<file path="src/rtl/sdp_ram_be.sv">
// Simple dual-port RAM with per-byte write enables, selectable read-during-write result,
// optional output register and an optional post-reset sweep that zeroes the array.
module sdp_ram_be #(
    parameter int unsigned DATA_WIDTH     = 32,
    parameter int unsigned ADDR_WIDTH     = 5,
    parameter int unsigned BYTE_WIDTH     = 8,
    parameter int unsigned OUT_REG        = 1,
    parameter int unsigned RDW_MODE       = 0,
    parameter int unsigned CLEAR_ON_RESET = 1
) (
    input  logic                             clk,
    input  logic                             rst,
    output logic                             init_busy,
    input  logic                             wr_en,
    input  logic [ADDR_WIDTH-1:0]            wr_addr,
    input  logic [DATA_WIDTH-1:0]            wr_data,
    input  logic [DATA_WIDTH/BYTE_WIDTH-1:0] wr_be,
    input  logic                             rd_en,
    input  logic [ADDR_WIDTH-1:0]            rd_addr,
    output logic [DATA_WIDTH-1:0]            rd_data,
    output logic                             rd_valid
);

    localparam int unsigned NB    = DATA_WIDTH / BYTE_WIDTH;
    localparam int unsigned DEPTH = 2 ** ADDR_WIDTH;

    if (DATA_WIDTH % BYTE_WIDTH != 0) begin : g_width_check
        $error("sdp_ram_be: DATA_WIDTH must be a multiple of BYTE_WIDTH");
    end

    typedef enum logic {StClear, StRun} state_e;

    localparam state_e ResetState = (CLEAR_ON_RESET != 0) ? StClear : StRun;

    state_e                state_q, state_d;
    logic [ADDR_WIDTH-1:0] clr_cnt_q, clr_cnt_d;

    logic [DATA_WIDTH-1:0] mem [DEPTH];

    logic                  wr_go;
    logic                  rd_go;
    logic [DATA_WIDTH-1:0] wr_merged;
    logic [DATA_WIDTH-1:0] rd_word;

    logic [DATA_WIDTH-1:0] s1_data_q;
    logic                  s1_valid_q;

    // ---------------------------------------------------------------- control FSM
    always_ff @(posedge clk or posedge rst) begin
        if (rst) begin
            state_q   <= ResetState;
            clr_cnt_q <= '0;
        end else begin
            state_q   <= state_d;
            clr_cnt_q <= clr_cnt_d;
        end
    end

    always_comb begin
        state_d   = state_q;
        clr_cnt_d = clr_cnt_q;
        case (state_q)
            StClear: begin
                clr_cnt_d = clr_cnt_q + ADDR_WIDTH'(1);
                if (clr_cnt_q == ADDR_WIDTH'(DEPTH - 1)) begin
                    state_d = StRun;
                end
            end
            StRun:   state_d = StRun;
            default: state_d = ResetState;
        endcase
    end

    assign init_busy = (state_q == StClear);
    assign wr_go     = (state_q == StRun) && wr_en;
    assign rd_go     = (state_q == StRun) && rd_en;

    // ---------------------------------------------------------------- array access
    always_comb begin
        wr_merged = mem[wr_addr];
        for (int unsigned i = 0; i < NB; i++) begin
            if (wr_be[i]) begin
                wr_merged[i*BYTE_WIDTH +: BYTE_WIDTH] = wr_data[i*BYTE_WIDTH +: BYTE_WIDTH];
            end
        end
        rd_word = mem[rd_addr];
        // Same-address collision forwards the merged word when new-data mode is selected
        if ((RDW_MODE != 0) && wr_go && (wr_addr == rd_addr)) begin
            rd_word = wr_merged;
        end
    end

    always_ff @(posedge clk) begin
        if (state_q == StClear) begin
            mem[clr_cnt_q] <= '0;
        end else if (wr_go) begin
            mem[wr_addr] <= wr_merged;
        end
    end

    // ---------------------------------------------------------------- read pipeline
    always_ff @(posedge clk or posedge rst) begin
        if (rst) begin
            s1_data_q  <= '0;
            s1_valid_q <= 1'b0;
        end else begin
            s1_valid_q <= rd_go;
            if (rd_go) begin
                s1_data_q <= rd_word;
            end
        end
    end

    if (OUT_REG != 0) begin : g_out_reg
        logic [DATA_WIDTH-1:0] out_data_q;
        logic                  out_valid_q;

        always_ff @(posedge clk or posedge rst) begin
            if (rst) begin
                out_data_q  <= '0;
                out_valid_q <= 1'b0;
            end else begin
                out_valid_q <= s1_valid_q;
                if (s1_valid_q) begin
                    out_data_q <= s1_data_q;
                end
            end
        end

        assign rd_data  = out_data_q;
        assign rd_valid = out_valid_q;
    end else begin : g_no_out_reg
        assign rd_data  = s1_data_q;
        assign rd_valid = s1_valid_q;
    end

endmodule

</file>
<file path="config.mk">
export PLATFORM = sky130hd
export DESIGN_NAME = sdp_ram_be
export DESIGN_NICKNAME = d
export VERILOG_FILES = /design/src/rtl/sdp_ram_be.sv
export SDC_FILE = /design/constraint.sdc
export NUM_CORES = 1
export LEC_CHECK = 0
export BUFFER_PORTS_ARGS = -buffer_cell sky130_fd_sc_hd__buf_2
export CELL_PAD_IN_SITES_DETAIL_PLACEMENT = 1
export CELL_PAD_IN_SITES_GLOBAL_PLACEMENT = 2
export CORE_ASPECT_RATIO = 0.8
export CORE_MARGIN = 4
export CORE_UTILIZATION = 52
export DETAILED_ROUTE_END_ITERATION = 7
export PLACE_DENSITY = 0.92
export SYNTH_ARGS = -nofsm -noshare
export SYNTH_HDL_FRONTEND = slang
export SYNTH_SLANG_ARGS = --single-unit
</file>
<file path="constraint.sdc">
create_clock -name clk -period 6.5 [get_ports clk]
set_clock_uncertainty 0.1 [all_clocks]
set_input_delay 0 -clock clk [delete_from_list [all_inputs] [get_ports clk]]
set_output_delay 0 -clock clk [all_outputs]
set_load 0.02 [all_outputs]
</file>
==> flow_summary.ini <==
[run_status]
status = finished clean

[timing]
grt_setup_unrepaired = no
fmax_mhz = 234.1
worst_pin_slew_ns = 1.449
finalSetupViolCount = 0
setup-tns-final_ns = 0
final.setup.worst_slack_ns = 2.228
period_share_pct = 65.73
maxSlewHeadroom_pct = 2.106
drv_slew = 0
finalCriticalPeriod_ns = 4.272
finalHoldViolCount = 0

[die]
die_area_sq_um = 88150
rows = 94
coreArea_sq_um = 82450
fp.dieH_um = 266.4
start_util_pct = 52.63
die_w_um = 331.0
ios = 84

[worst_setup_path]
worstReg2RegStart = state_q$_DFF_PP0_
cp-start-kind = flop
cp.arrival_ns = 4.49
timing.rr.end = mem[19][11]$_DFFE_PP_
critical_path.startpoint = state_q$_DFF_PP0_
r2r_cells = 6
crit_fanout = 41
reg2reg_slack_ns = 2.23
critPathKind = flop to flop
worstPathRequired_ns = 6.72
cp-endpoint = mem[19][11]$_DFFE_PP_
worstSetupEndpointType = flop

[yosys]
synth_compound_area_share_pct = 7.460
synth_flop_cell = edfxtp_1
synth_edf_count = 1024
ys_seq_elements = 1096
ys_types = 36
synth_area_sq_um = 43390
ys_seq_area_share_pct = 75.02
synthSimpleGateAreaFrac_pct = 2.569
syn-num-nets = 2514
synth_xor_area_share_pct = 0.06056
synth_area_per_cell_sq_um = 17.62
yosys_warnings = 0
syn_inst = 2462
synth_fa_ha_area_share_pct = 0.05767
synthArstFlopShare_pct = 6.569
synth_top_family_by_area = multiplexers
synth.area.mux_share_pct = 12.74

[clocking]
numCtsBuffers = 102
worstSkewPairLatency_ns = 0.70
h-tree-depth = 3
post_cts_buffers = 0
cts_buffer_depth = 3
cts_tree = built
clkTransAtPathRegs_ns = 0.06
clock-sinks = 1096
cts_root_buf = clkbuf_16

[finish]
instances_no_fill = 3753
layout-drive-gt1-share_pct = 14.50
fin_nets = 2611
area_growth_pct = 11.53
fillCellCount = 7202

[global_routing]
grt_pass1_wl_um = 175200
grt.total_usage_pct = 27.36
grt_overflow = 0
antenna_found_initial = 4
grt_start_max_net_pins = 129
first_global_vias = 24960

[placement]
dp_cells = 3537
gp_congestion = 0.8477
place_hpwl_um = 72720
port_buffers = 83
dp_slack_ns = 2.287

[power]
pwr-share-clk_pct = 40.6
swShare_pct = 22.40
p_per_area_nw_per_um2 = 305.7
peakVddDrop_mv = 0.2240
internal_power_mw = 11.48
seq_power_share_pct = 53.0
combPwrFrac_pct = 6.3
total_power_mw = 14.79
leakagePower_nw = 18.27
switching_power_mw = 3.315

[drt]
ant_nets = 0
drc = 0
vias_per_cell = 6.419
wl_per_cell_um = 32.01
totalWireLength_um = 120100
vias = 24090
drt_iter0_drc = 2816
drtPass1Iterations = 6

[flow_run]
maxCapViolations = 0

[min_path]
min_path_type = primary input to flop
## sequential cells by signal (all words and copies together), names as in the netlist
signal	cells
mem	1024
state_q	1
s1_data_q	32
rd_valid	1
s1_valid_q	1
clr_cnt_q	5
rd_data	32
## stage by stage
stage / cell area (sq um) / util [%] / hold WS [ns]
after floorplan: 43390 / - / 0.2519
after global placement: 44830 / 54.38 / -0.02517
after detailed placement: 44830 / 54.38 / -0.01817
after CTS: 48390 / 58.69 / 0.001408
after global routing: 48390 / 58.69 / 0.02406
final: 48390 / 58.69 / 0.006504
## routing by layer
| layer | up-vias | routed length, um | share of wire [%] | GRT usage, % |
|---|---|---|---|---|
| met2 | 1251 | 56880 | 47 | 43.18 |
| met1 | 12570 | 49730 | 41 | 39.65 |
| met5 | - | 0 | 0 | 0 |
| met4 | 0 | 3680 | 3.1 | 8.351 |
| met3 | 222 | 9825 | 8.2 | 4.597 |
| li1 | 10050 | - | - | - |
## worst max-delay path, cell delays in order, from the launching register on
cell     delay [ns]
dfrtp_1        0.67
nand2_1        0.20
nor2_4         0.62
buf_4          0.53
a41oi_1        0.73
buf_4          0.46
nor2_1         0.56
## worst min path at each step
stage                               startpoint                      end  depth (start not counted)
after global routing                wr_data[8]     mem[12][8]$_DFFE_PP_                          2
after detailed placement                   rst  rd_data[15]$_DFFE_PP0P_                          2
after global placement                     rst  rd_data[15]$_DFFE_PP0P_                          2
after floorplan           s1_valid_q$_DFF_PP0_       rd_valid$_DFF_PP0_                          0
after CTS                          wr_data[20]    mem[30][20]$_DFFE_PP_                          2
final                              wr_data[11]     mem[6][11]$_DFFE_PP_                          2
## layout make-up
type                            instances  area (sq um)  share of cell area (%)
Sequential cell                      1096         32550                   67.27
Multi-Input combinational cell       1207         10060                   20.80
Clock buffer                          148          2856                   5.903
Tap cell                             1104          1381                   2.854
Timing Repair Buffer                  149          1039                   2.146
Clock inverter                         45         481.7                  0.9954
Inverter                                3         13.76                 0.02844
Antenna cell                            1         2.502                0.005171
## cells by family after synthesis
family / after synthesis
DFF: 1096
muxes: 548
AOI/OAI and AO/OA: 400
and+or+nand+nor: 254
buffers and inverters: 159
xor gates and xnor gates: 3
adders and majority gates: 2
## Yosys cell counts (all sizes together) (2+ instances only)
master	number	area (sq um)
inv	3	11.26
nand2b	6	37.54
buf	62	500.5
mux2i	513	5135
o41ai	32	520.5
dfrtp	72	1802
nand2	54	202.7
a221oi	64	560.5
a22oi	128	960.9
o22ai	32	200.2
clkbuf	94	394.1
xnor2	2	17.52
ha	2	25.02
a22o	64	560.5
a31oi	9	56.30
or2	2	12.51
mux2	35	394.1
a41oi	6	52.55
nor2b	6	37.54
nor2	133	499.2
edfxtp	1024	30750
and2	33	206.5
a21oi	65	325.3
nor4	7	43.79
nor3	9	45.04
## power groups by stage
| stage | registers, mW | logic (mW) | clock network (mW) |
|---|---|---|---|
| floorplan | 8.02 | 0.533 | 0 |
| global placement | 7.99 | 0.884 | 0 |
| detailed placement | 7.99 | 0.919 | 0 |
| CTS | 7.85 | 0.936 | 6.06 |
| global route | 7.85 | 0.987 | 6.39 |
| finish | 7.85 | 0.937 | 6.01 |
## what timing repair did
action,CTS,global route
hold buffers,22,0
resized for setup,0,0
endpoints found under the hold margin,537,0
endpoints found under the setup margin,0,0
## placed cells by master (no fill, tap or decap), types with 9 or more instances in the layout
master and n:
edfxtp_1 1024, o41ai_2 32, dlygate4sd3_1 22, clkbuf_8 11, clkbuf_16 103, a221oi_1 64, dfrtp_1 71, and2_1 13
a22oi_1 128, nand2_1 53, clkbuf_1 34, a21oi_1 64, a22o_1 64, and2_2 19, o22ai_1 32, buf_2 82
buf_4 39, clkinv_1 10, mux2i_1 513, clkinv_2 18, mux2_2 35, nor3_1 9, nor2_1 131
Power figures use the tool's default switching activity.
